## config.mk

```make
export PLATFORM = sky130hd
export DESIGN_NAME = itlb_ptw
export DESIGN_NICKNAME = d
export VERILOG_FILES = /design/src/rtl/itlb_ptw.sv
export SDC_FILE = /design/constraint.sdc
export NUM_CORES = 1
export LEC_CHECK = 0
export ABC_AREA = 1
export CORE_ASPECT_RATIO = 0.9
export CORE_UTILIZATION = 41
export CTS_BUF_LIST = sky130_fd_sc_hd__clkbuf_16
export DETAILED_ROUTE_END_ITERATION = 6
export GPL_ROUTABILITY_DRIVEN = 0
export GPL_TIMING_DRIVEN = 0
export PLACE_DENSITY_LB_ADDON = 0.1
export SLEW_MARGIN = 10
export SYNTH_ARGS = -nofsm -noshare
export SYNTH_HDL_FRONTEND = slang
export SYNTH_SLANG_ARGS = --single-unit
```

## constraint.sdc

```tcl
create_clock -name clk -period 1.5 [get_ports clk]
set_clock_uncertainty 0.15 [all_clocks]
set_input_delay 0.225 -clock clk [delete_from_list [all_inputs] [get_ports clk]]
set_output_delay 0.225 -clock clk [all_outputs]
set_load 0.1 [all_outputs]
```

## src/rtl/itlb_ptw.sv

```systemverilog
// Instruction-TLB page-table walker: two-level Sv32-style walk returning a one-cycle fill or fault.
// Optional megapage leaves at level 1 are enabled by defining PTW_SUPERPAGE_EN.
module itlb_ptw #(
  parameter int XLEN        = 32,
  parameter int VPN_WIDTH   = 20,
  parameter int PPN_WIDTH   = 20,
  parameter int PAGE_OFFSET = 12
) (
  input  logic                 clk,
  input  logic                 rst,
  input  logic [21:0]          satp_ppn,
  input  logic                 miss_valid,
  output logic                 miss_ready,
  input  logic [VPN_WIDTH-1:0] miss_vpn,
  input  logic                 flush,
  output logic                 mem_req_valid,
  input  logic                 mem_req_ready,
  output logic [XLEN-1:0]      mem_req_addr,
  input  logic                 mem_resp_valid,
  input  logic [XLEN-1:0]      mem_resp_data,
  output logic                 fill_valid,
  output logic [VPN_WIDTH-1:0] fill_vpn,
  output logic [PPN_WIDTH-1:0] fill_ppn,
  output logic [3:0]           fill_perm,
  output logic                 fill_pcd,
  output logic                 fault_valid,
  output logic [VPN_WIDTH-1:0] fault_vpn
);

  localparam int HALF = VPN_WIDTH / 2;

  typedef enum logic [2:0] {
    IDLE, L1_REQ, L1_WAIT, L0_REQ, L0_WAIT, DONE, DRAIN
  } state_t;

  state_t               state_reg;
  logic                 miss_ready_reg;
  logic                 mem_req_valid_reg;
  logic [XLEN-1:0]      mem_req_addr_reg;
  logic [VPN_WIDTH-1:0] vpn_reg;
  logic                 fill_valid_reg;
  logic [VPN_WIDTH-1:0] fill_vpn_reg;
  logic [PPN_WIDTH-1:0] fill_ppn_reg;
  logic [3:0]           fill_perm_reg;
  logic                 fill_pcd_reg;
  logic                 fault_valid_reg;
  logic [VPN_WIDTH-1:0] fault_vpn_reg;

  // PTE decode of the word currently on the response bus
  logic                 pte_invalid;
  logic                 pte_leaf;
  logic [3:0]           pte_perm;
  logic                 pte_pcd;
  logic [PPN_WIDTH-1:0] l0_leaf_ppn;
  logic                 l1_leaf_ok;
  logic [PPN_WIDTH-1:0] l1_leaf_ppn;
  logic [XLEN-1:0]      l1_addr;
  logic [XLEN-1:0]      l0_addr;
  logic                 unused_bits;

  assign pte_invalid = !mem_resp_data[0] || (!mem_resp_data[1] && mem_resp_data[2]);
  assign pte_leaf    = mem_resp_data[1] | mem_resp_data[3];
  assign pte_perm    = mem_resp_data[4:1];
  assign pte_pcd     = mem_resp_data[8];
  assign l0_leaf_ppn = mem_resp_data[29:10];

  // Address arithmetic wraps at 32 bits; upper root/PTE PPN bits fall off the top.
  assign l1_addr = {satp_ppn[XLEN-PAGE_OFFSET-1:0], {PAGE_OFFSET{1'b0}}}
                 + XLEN'({miss_vpn[VPN_WIDTH-1:HALF], 2'b00});
  assign l0_addr = {mem_resp_data[29:10], {PAGE_OFFSET{1'b0}}}
                 + XLEN'({vpn_reg[HALF-1:0], 2'b00});

`ifdef PTW_SUPERPAGE_EN
  assign l1_leaf_ok  = (mem_resp_data[19:10] == 10'd0);
  assign l1_leaf_ppn = {mem_resp_data[29:20], vpn_reg[HALF-1:0]};
`else
  assign l1_leaf_ok  = 1'b0;
  assign l1_leaf_ppn = mem_resp_data[29:10];
`endif

  assign unused_bits = &{1'b0, satp_ppn[21:20], mem_resp_data[31:30],
                         mem_resp_data[9], mem_resp_data[7:5]};

  always_ff @(posedge clk) begin
    if (rst) begin
      state_reg         <= IDLE;
      miss_ready_reg    <= 1'b1;
      mem_req_valid_reg <= 1'b0;
      mem_req_addr_reg  <= '0;
      vpn_reg           <= '0;
      fill_valid_reg    <= 1'b0;
      fill_vpn_reg      <= '0;
      fill_ppn_reg      <= '0;
      fill_perm_reg     <= '0;
      fill_pcd_reg      <= 1'b0;
      fault_valid_reg   <= 1'b0;
      fault_vpn_reg     <= '0;
    end else begin
      fill_valid_reg  <= 1'b0;
      fault_valid_reg <= 1'b0;
      unique case (state_reg)
        IDLE: begin
          if (miss_valid && !flush) begin
            vpn_reg           <= miss_vpn;
            mem_req_addr_reg  <= l1_addr;
            mem_req_valid_reg <= 1'b1;
            miss_ready_reg    <= 1'b0;
            state_reg         <= L1_REQ;
          end
        end
        L1_REQ, L0_REQ: begin
          if (flush) begin
            mem_req_valid_reg <= 1'b0;
            miss_ready_reg    <= 1'b1;
            state_reg         <= IDLE;
          end else if (mem_req_ready) begin
            mem_req_valid_reg <= 1'b0;
            state_reg         <= (state_reg == L1_REQ) ? L1_WAIT : L0_WAIT;
          end
        end
        L1_WAIT: begin
          if (flush) begin
            // A response arriving with the flush is already consumed, nothing to drain.
            if (mem_resp_valid) begin
              miss_ready_reg <= 1'b1;
              state_reg      <= IDLE;
            end else begin
              state_reg <= DRAIN;
            end
          end else if (mem_resp_valid) begin
            if (pte_invalid || (pte_leaf && !l1_leaf_ok)) begin
              fault_valid_reg <= 1'b1;
              fault_vpn_reg   <= vpn_reg;
              state_reg       <= DONE;
            end else if (!pte_leaf) begin
              mem_req_addr_reg  <= l0_addr;
              mem_req_valid_reg <= 1'b1;
              state_reg         <= L0_REQ;
            end else begin
              fill_valid_reg <= 1'b1;
              fill_vpn_reg   <= vpn_reg;
              fill_ppn_reg   <= l1_leaf_ppn;
              fill_perm_reg  <= pte_perm;
              fill_pcd_reg   <= pte_pcd;
              state_reg      <= DONE;
            end
          end
        end
        L0_WAIT: begin
          if (flush) begin
            if (mem_resp_valid) begin
              miss_ready_reg <= 1'b1;
              state_reg      <= IDLE;
            end else begin
              state_reg <= DRAIN;
            end
          end else if (mem_resp_valid) begin
            if (pte_invalid || !pte_leaf) begin
              fault_valid_reg <= 1'b1;
              fault_vpn_reg   <= vpn_reg;
            end else begin
              fill_valid_reg <= 1'b1;
              fill_vpn_reg   <= vpn_reg;
              fill_ppn_reg   <= l0_leaf_ppn;
              fill_perm_reg  <= pte_perm;
              fill_pcd_reg   <= pte_pcd;
            end
            state_reg <= DONE;
          end
        end
        DONE: begin
          miss_ready_reg <= 1'b1;
          state_reg      <= IDLE;
        end
        DRAIN: begin
          if (mem_resp_valid) begin
            miss_ready_reg <= 1'b1;
            state_reg      <= IDLE;
          end
        end
        default: begin
          miss_ready_reg    <= 1'b1;
          mem_req_valid_reg <= 1'b0;
          state_reg         <= IDLE;
        end
      endcase
    end
  end

  assign miss_ready    = miss_ready_reg;
  assign mem_req_valid = mem_req_valid_reg;
  assign mem_req_addr  = mem_req_addr_reg;
  assign fill_valid    = fill_valid_reg;
  assign fill_vpn      = fill_vpn_reg;
  assign fill_ppn      = fill_ppn_reg;
  assign fill_perm     = fill_perm_reg;
  assign fill_pcd      = fill_pcd_reg;
  assign fault_valid   = fault_valid_reg;
  assign fault_vpn     = fault_vpn_reg;

endmodule
```

# Word level (Yosys, flattened, before mapping)
# Cells that the tools add are included.
# op_classes
n_addsub,2
eq_ne,23
mux,86
bitwise_logic,2
reduce_logical,22
# op_table
operator,count
20-bit 2-to-1 mux,20
32-bit 2-to-1 mux,5
20-bit case mux with 2 select lines,3
32-bit by 12-bit adder with 32-bit output,2
32-bit case mux with 2 select lines,1
3-bit 2-to-1 mux,12
1-bit 2-to-1 mux,31
4-bit 2-to-1 mux,7
2-bit inequality test (second input constant),13
3-bit case mux with 5 select lines,1
7-bit AND reduction,2
3-bit == test (second input constant),3
3-bit inequality test (second input constant),3
1-bit case mux with 4 select lines,2
4-bit case mux with 2 select lines,1
8-bit AND reduction,1
3-bit by 2-bit == test with 1-bit output (second input constant),2
1-bit case mux with 2 select lines,3
6-bit AND reduction,1
5-bit AND reduction,1
1-bit logical NOT,4
2-bit nonzero test,2
2-bit OR reduction,2
3-bit by 1-bit == test with 1-bit output (second input constant),1
9 further kinds,12
# totals
ff_bits,124
out_inout_bits,101
elab_cells,147

# Logic depth before layout (Yosys ltp)
# depth
depth_word,8
mapped_depth,11
ltp_nobuf,10

# Worst setup path after synthesis
# No wires, ideal clock.
# synth_timing
path_type,register to register
startpoint,register state_reg[1]
endpoint,"register fault_vpn_reg[0], in the netlist fault_vpn[0]"
setup_ns,0.117
arrival_ns,1.249
setup_slack_ns,-0.016
path_stages_with_launch,11
n_path_buf,2
synth_period_minus_slack_ns,1.516
path_cell_list,dfxtp_1 -> buf_2 -> nor2_1 -> nand2_1 -> inv_1 -> nand2_1 -> nand2_1 -> nor2_4 -> buf_4 -> nor2_1 -> nor2_1
# synth_between
elab_chain_len,3
word_cells_on_any_way,11
classes_between,8 x eq/ne; 1 x mux; 2 x reduce/logical
# synth_rtl
item,line,text
start: declaration,36,state_t state_reg;
start signal: assignment,118,state_reg <= (state_reg == L1_REQ) ? L1_WAIT : L0_WAIT;
3-bit == test or 3-bit by 2-bit == test with 1-bit output (tied branches),101,unique case (state_reg)
2-bit inequality test (no source line) or 2-bit nonzero test (tied branches),n/a,
7-bit AND reduction (no source line),n/a,
end signal: assignment,133,fault_vpn_reg <= vpn_reg;
end signal: assignment,160,fault_vpn_reg <= vpn_reg;
end: declaration,47,logic [VPN_WIDTH-1:0] fault_vpn_reg;
# Several ways; a longest one is shown, not always the timed one.
# A chain may end at the register's enable or synchronous reset.

# Final worst setup path
# layout_timing
startpoint,register state_reg[0]
endpoint,"register fault_vpn_reg[13], in the netlist fault_vpn[13]"
# The elaborated chain is that of the path after synthesis.

==> report_table.html <==
<table>
<tr><th>Metric</th><th>Value</th></tr>
<tr><th colspan="2">Route</th></tr>
<tr><td>Total length of routed wires</td><td>16,400 um</td></tr>
<tr><td>Number of remaining DRC errors</td><td>0</td></tr>
<tr><td>Pre-Repair DR Iteration Count</td><td>5</td></tr>
<tr><td>Vias per std cell</td><td>4.63</td></tr>
<tr><td>Iteration-0 DRC count of the detailed router</td><td>349</td></tr>
<tr><td>Number of nets with antenna violations after routing</td><td>0</td></tr>
<tr><td>Wire per inst</td><td>14.1 um</td></tr>
<tr><td>Routed via count</td><td>5,375</td></tr>
<tr><th colspan="2">Power and ir drop</th></tr>
<tr><td>Comb power frac</td><td>0.511</td></tr>
<tr><td>Peak VDD IR</td><td>1.61 mV</td></tr>
<tr><td>Part of the total power dissipated in sequential elements</td><td>0.245</td></tr>
<tr><td>Psw</td><td>0.00792 W</td></tr>
<tr><td>Leakage</td><td>3.77 nW</td></tr>
<tr><td>Clk pwr share</td><td>0.244</td></tr>
<tr><td>Cell Pwr Density</td><td>2100 mW/mm^2</td></tr>
<tr><td>Internal cell power</td><td>0.00909 W</td></tr>
<tr><td>Switching part of the total</td><td>0.465</td></tr>
<tr><th colspan="2">STA</th></tr>
<tr><td>Accumulated negative setup slack</td><td>-13.95 ns</td></tr>
<tr><td>Hold slack</td><td>0.112 ns</td></tr>
<tr><td>Final number of hold-violating endpoints</td><td>0</td></tr>
<tr><td>Slew headroom</td><td>0.631</td></tr>
<tr><td>Slew at the pin closest to its max-slew limit</td><td>0.554 ns</td></tr>
<tr><td>Post-layout min period</td><td>1.72 ns</td></tr>
<tr><td>Total setup violations reported at the end of the flow</td><td>119</td></tr>
<tr><td>Final Cycle Share</td><td>1.15</td></tr>
<tr><td>Setup repair after global routing missed its margin</td><td>true</td></tr>
<tr><td>F_max</td><td>581 MHz</td></tr>
<tr><td>Number of max-slew violations in the final report</td><td>0</td></tr>
<tr><td>Final setup slack of the worst path</td><td>-0.220 ns</td></tr>
<tr><th colspan="2">Global routing</th></tr>
<tr><td>Initial antenna violation count</td><td>0</td></tr>
<tr><td>Pin count of the biggest net entering global routing</td><td>17</td></tr>
<tr><td>Wire length of the first global-routing pass</td><td>25,000 um</td></tr>
<tr><td>Total routing resource utilization after global routing</td><td>0.249</td></tr>
<tr><td>Number of global-route vias before repair</td><td>5,002</td></tr>
<tr><td>Total grt overflow</td><td>0</td></tr>
<tr><th colspan="2">Synth</th></tr>
<tr><td>Area of the mapped netlist</td><td>0.00517 mm^2</td></tr>
<tr><td>Synth Register Bits</td><td>122</td></tr>
<tr><td>Area leader, netlist</td><td>sky130_fd_sc_hd__dfxtp_1</td></tr>
<tr><td>Biggest area contributors in the synthesized netlist</td><td>sky130_fd_sc_hd__dfxtp_1, sky130_fd_sc_hd__nand2_1, sky130_fd_sc_hd__nor2_1</td></tr>
<tr><td>Number of warnings issued by yosys</td><td>0</td></tr>
<tr><td>Average size of a mapped cell</td><td>6.74 um^2</td></tr>
<tr><td>Cells after synthesis</td><td>767</td></tr>
<tr><td>Count of flip-flops with a built-in enable after synthesis</td><td>0</td></tr>
<tr><td>Most common cell in the netlist</td><td>sky130_fd_sc_hd__nand2_1</td></tr>
<tr><td>Share of the synthesized area in the top cell type</td><td>0.473</td></tr>
<tr><td>Leading post-synthesis cells by instance count</td><td>sky130_fd_sc_hd__nand2_1, sky130_fd_sc_hd__nor2_1, sky130_fd_sc_hd__dfxtp_1, sky130_fd_sc_hd__inv_1, sky130_fd_sc_hd__o21ai_0</td></tr>
<tr><td>Number of library cell types mapped by synthesis</td><td>22</td></tr>
<tr><td>Predominant post-synthesis flop cell</td><td>sky130_fd_sc_hd__dfxtp_1</td></tr>
<tr><td>Sequential share of the synthesized area</td><td>0.473</td></tr>
<tr><td>Synth async-reset ratio</td><td>0</td></tr>
<tr><th colspan="2">Job</th></tr>
<tr><td>MaxCap Viol Count</td><td>0</td></tr>
<tr><th colspan="2">Die</th></tr>
<tr><td>Initial core utilization</td><td>0.425</td></tr>
<tr><td>Core area</td><td>0.0122 mm^2</td></tr>
<tr><td>I/O pin count</td><td>181</td></tr>
<tr><td>Width of the die</td><td>120 um</td></tr>
<tr><td>Site row count</td><td>38</td></tr>
<tr><td>Area enclosed by the die boundary</td><td>0.0131 mm^2</td></tr>
<tr><td>Die height</td><td>109 um</td></tr>
<tr><th colspan="2">Placement</th></tr>
<tr><td>Count of port buffers added during placement</td><td>170</td></tr>
<tr><td>HPWL after detailed placement</td><td>11,000 um</td></tr>
<tr><td>Number of cells in the design after placement</td><td>1,098</td></tr>
<tr><th colspan="2">CTS</th></tr>
<tr><td>Number of buffers created by CTS</td><td>17</td></tr>
<tr><td>TritonCTS sink count</td><td>122</td></tr>
<tr><td>CTS clock-pin slew for the worst setup and hold paths</td><td>0.06 ns</td></tr>
<tr><td>Number of buffers added to fix hold violations after cts</td><td>0</td></tr>
<tr><td>Root buffer cell</td><td>sky130_fd_sc_hd__clkbuf_16</td></tr>
<tr><td>Clock tree from TritonCTS</td><td>yes</td></tr>
<tr><td>Maximum buffer depth of the clock tree</td><td>2</td></tr>
<tr><td>Skew-Pair Late Insertion Delay</td><td>0.42 ns</td></tr>
<tr><td>Level count of the clock H-tree</td><td>4</td></tr>
<tr><th colspan="2">Setup path</th></tr>
<tr><td>Required time of the critical path</td><td>1.66 ns</td></tr>
<tr><td>Maximum net fanout on the critical path</td><td>6</td></tr>
<tr><td>Startpoint type of the worst setup path</td><td>flip-flop</td></tr>
<tr><td>Sort of element at the end of the critical path</td><td>flip-flop</td></tr>
<tr><td>Worst path arrival time</td><td>1.88 ns</td></tr>
<tr><td>Worst setup path category</td><td>flip-flop to flip-flop</td></tr>
<tr><th colspan="2">Run status</th></tr>
<tr><td>Violated checks</td><td>negative setup slack</td></tr>
<tr><td>Status</td><td>finished, violations left</td></tr>
<tr><th colspan="2">Layout</th></tr>
<tr><td>Fillcell total</td><td>1,116</td></tr>
<tr><td>Number of antenna cells inserted</td><td>0</td></tr>
<tr><td>Post-layout nets</td><td>1,067</td></tr>
<tr><td>Layout overhead on the synthesized area</td><td>56.8%</td></tr>
<tr><td>Number of standard cells in the layout, taps in and fillers out</td><td>1,160</td></tr>
<tr><td>Layout cells sized above 1</td><td>0.280</td></tr>
<tr><td>Number of flip-flops under the largest register name</td><td>30</td></tr>
<tr><th colspan="2">Min path</th></tr>
<tr><td>Path category of the worst min-delay check</td><td>input pin to flip-flop</td></tr>
</table>
## power groups by stage
stage	clock network [W]	logic, W	registers [W]
after floorplan	0	0.00286	0.00706
after global placement	0	0.00746	0.00419
after detailed placement	0	0.00748	0.00419
after CTS	0.00418	0.00825	0.00416
after global routing	0.00432	0.00935	0.00423
final	0.00415	0.00869	0.00417
## worst max-delay path, stage by stage, from the launching register on
cell and delay (ns):
sky130_fd_sc_hd__dfxtp_4 0.37, sky130_fd_sc_hd__nor2_4 0.18, sky130_fd_sc_hd__nand2_4 0.14, sky130_fd_sc_hd__nand2_4 0.11, sky130_fd_sc_hd__nand2_4 0.06, sky130_fd_sc_hd__nor2_4 0.28
sky130_fd_sc_hd__buf_6 0.17, sky130_fd_sc_hd__nand2_1 0.05, sky130_fd_sc_hd__nand2_1 0.06, sky130_fd_sc_hd__nor2_1 0.05
## per-stage QoR
step / cell area [um^2] / power (W) / utilization / worst slack [ns]
global route: 8100 / 0.0179 / 0.666 / -0.287
finish: 8100 / 0.0170 / 0.666 / -0.220
detailed placement: 7080 / 0.0117 / 0.582 / -0.790
global placement: 7080 / 0.0116 / 0.582 / -0.770
floorplan: 5180 / 0.00992 / - / -0.00512
CTS: 7880 / 0.0166 / 0.647 / -0.127
## routing by layer
| layer | vias to the layer above | global-route usage | wire length, um |
|---|---|---|---|
| met1 | 2388 | 0.326 | 7510 |
| li1 | 2794 | - | - |
| met4 | 0 | 0.0952 | 250 |
| met2 | 174 | 0.402 | 7670 |
| met3 | 19 | 0.0543 | 963 |
| met5 | - | 0 | 0 |
## layout make-up
type	count	area (um^2)	share of cell area
multi-input cells	491	2350	0.290
repair buffers	200	1720	0.212
plain buffers	42	345	0.0426
well taps	160	200	0.0247
flip-flops and latches	122	2450	0.302
clock inverters	15	178	0.0219
clock buffers	17	425	0.0525
inverters	113	429	0.0530
## cell families (layout without fill, tap and decap cells)
group,count (synthesis),in the layout,synth area share
buf+inv,157,387,0.125
compound gates,150,150,0.146
simple gates,337,339,0.256
other cells,1,2,0.000726
flops,122,122,0.473
## layout by cell type, fill, tap and decap left out, types with 2 or more instances in the layout
cell type and n:
sky130_fd_sc_hd__buf_4 128, sky130_fd_sc_hd__dfxtp_1 119, sky130_fd_sc_hd__nand2_2 24, sky130_fd_sc_hd__nor2_2 9
sky130_fd_sc_hd__clkbuf_16 17, sky130_fd_sc_hd__nand2_1 167, sky130_fd_sc_hd__nor2_4 9, sky130_fd_sc_hd__nor2_1 110
sky130_fd_sc_hd__nand2_4 5, sky130_fd_sc_hd__a21oi_2 4, sky130_fd_sc_hd__clkdlybuf4s50_1 66, sky130_fd_sc_hd__nand3_1 6
sky130_fd_sc_hd__clkbuf_2 8, sky130_fd_sc_hd__o21ai_2 14, sky130_fd_sc_hd__nand3_2 6, sky130_fd_sc_hd__buf_12 2
sky130_fd_sc_hd__inv_1 106, sky130_fd_sc_hd__conb_1 2, sky130_fd_sc_hd__a21oi_1 63, sky130_fd_sc_hd__dfxtp_4 2
sky130_fd_sc_hd__clkinv_4 4, sky130_fd_sc_hd__clkinv_2 2, sky130_fd_sc_hd__clkbuf_1 5, sky130_fd_sc_hd__o21ai_1 42
sky130_fd_sc_hd__dlygate4sd2_1 4, sky130_fd_sc_hd__clkinvlp_4 4, sky130_fd_sc_hd__inv_2 6, sky130_fd_sc_hd__buf_2 3
sky130_fd_sc_hd__buf_6 22, sky130_fd_sc_hd__inv_4 2, sky130_fd_sc_hd__bufinv_16 3, sky130_fd_sc_hd__o21ai_0 25
## worst paths after layout
| check | start | end | slack (ns) | depth (start not counted) |
|---|---|---|---|---|
| worst max-delay path | state_reg[0] | fault_vpn[13] | -0.22 | 9 |
| worst min-delay path | mem_resp_data[2] | fill_perm[1] | 0.11 | 3 |
| worst max register to register | state_reg[0] | fault_vpn[13] | -0.22 | 9 |
| worst min register to register | fill_vpn[18] | fill_vpn[18] | 0.29 | 2 |
## what timing repair did
item,CTS,global route
endpoints found under the setup margin,218,122
pin swaps,16,17
setup buffers,18,6
cloned,8,0
gates resized for setup,700,98
(Power assumes the default switching activity.)
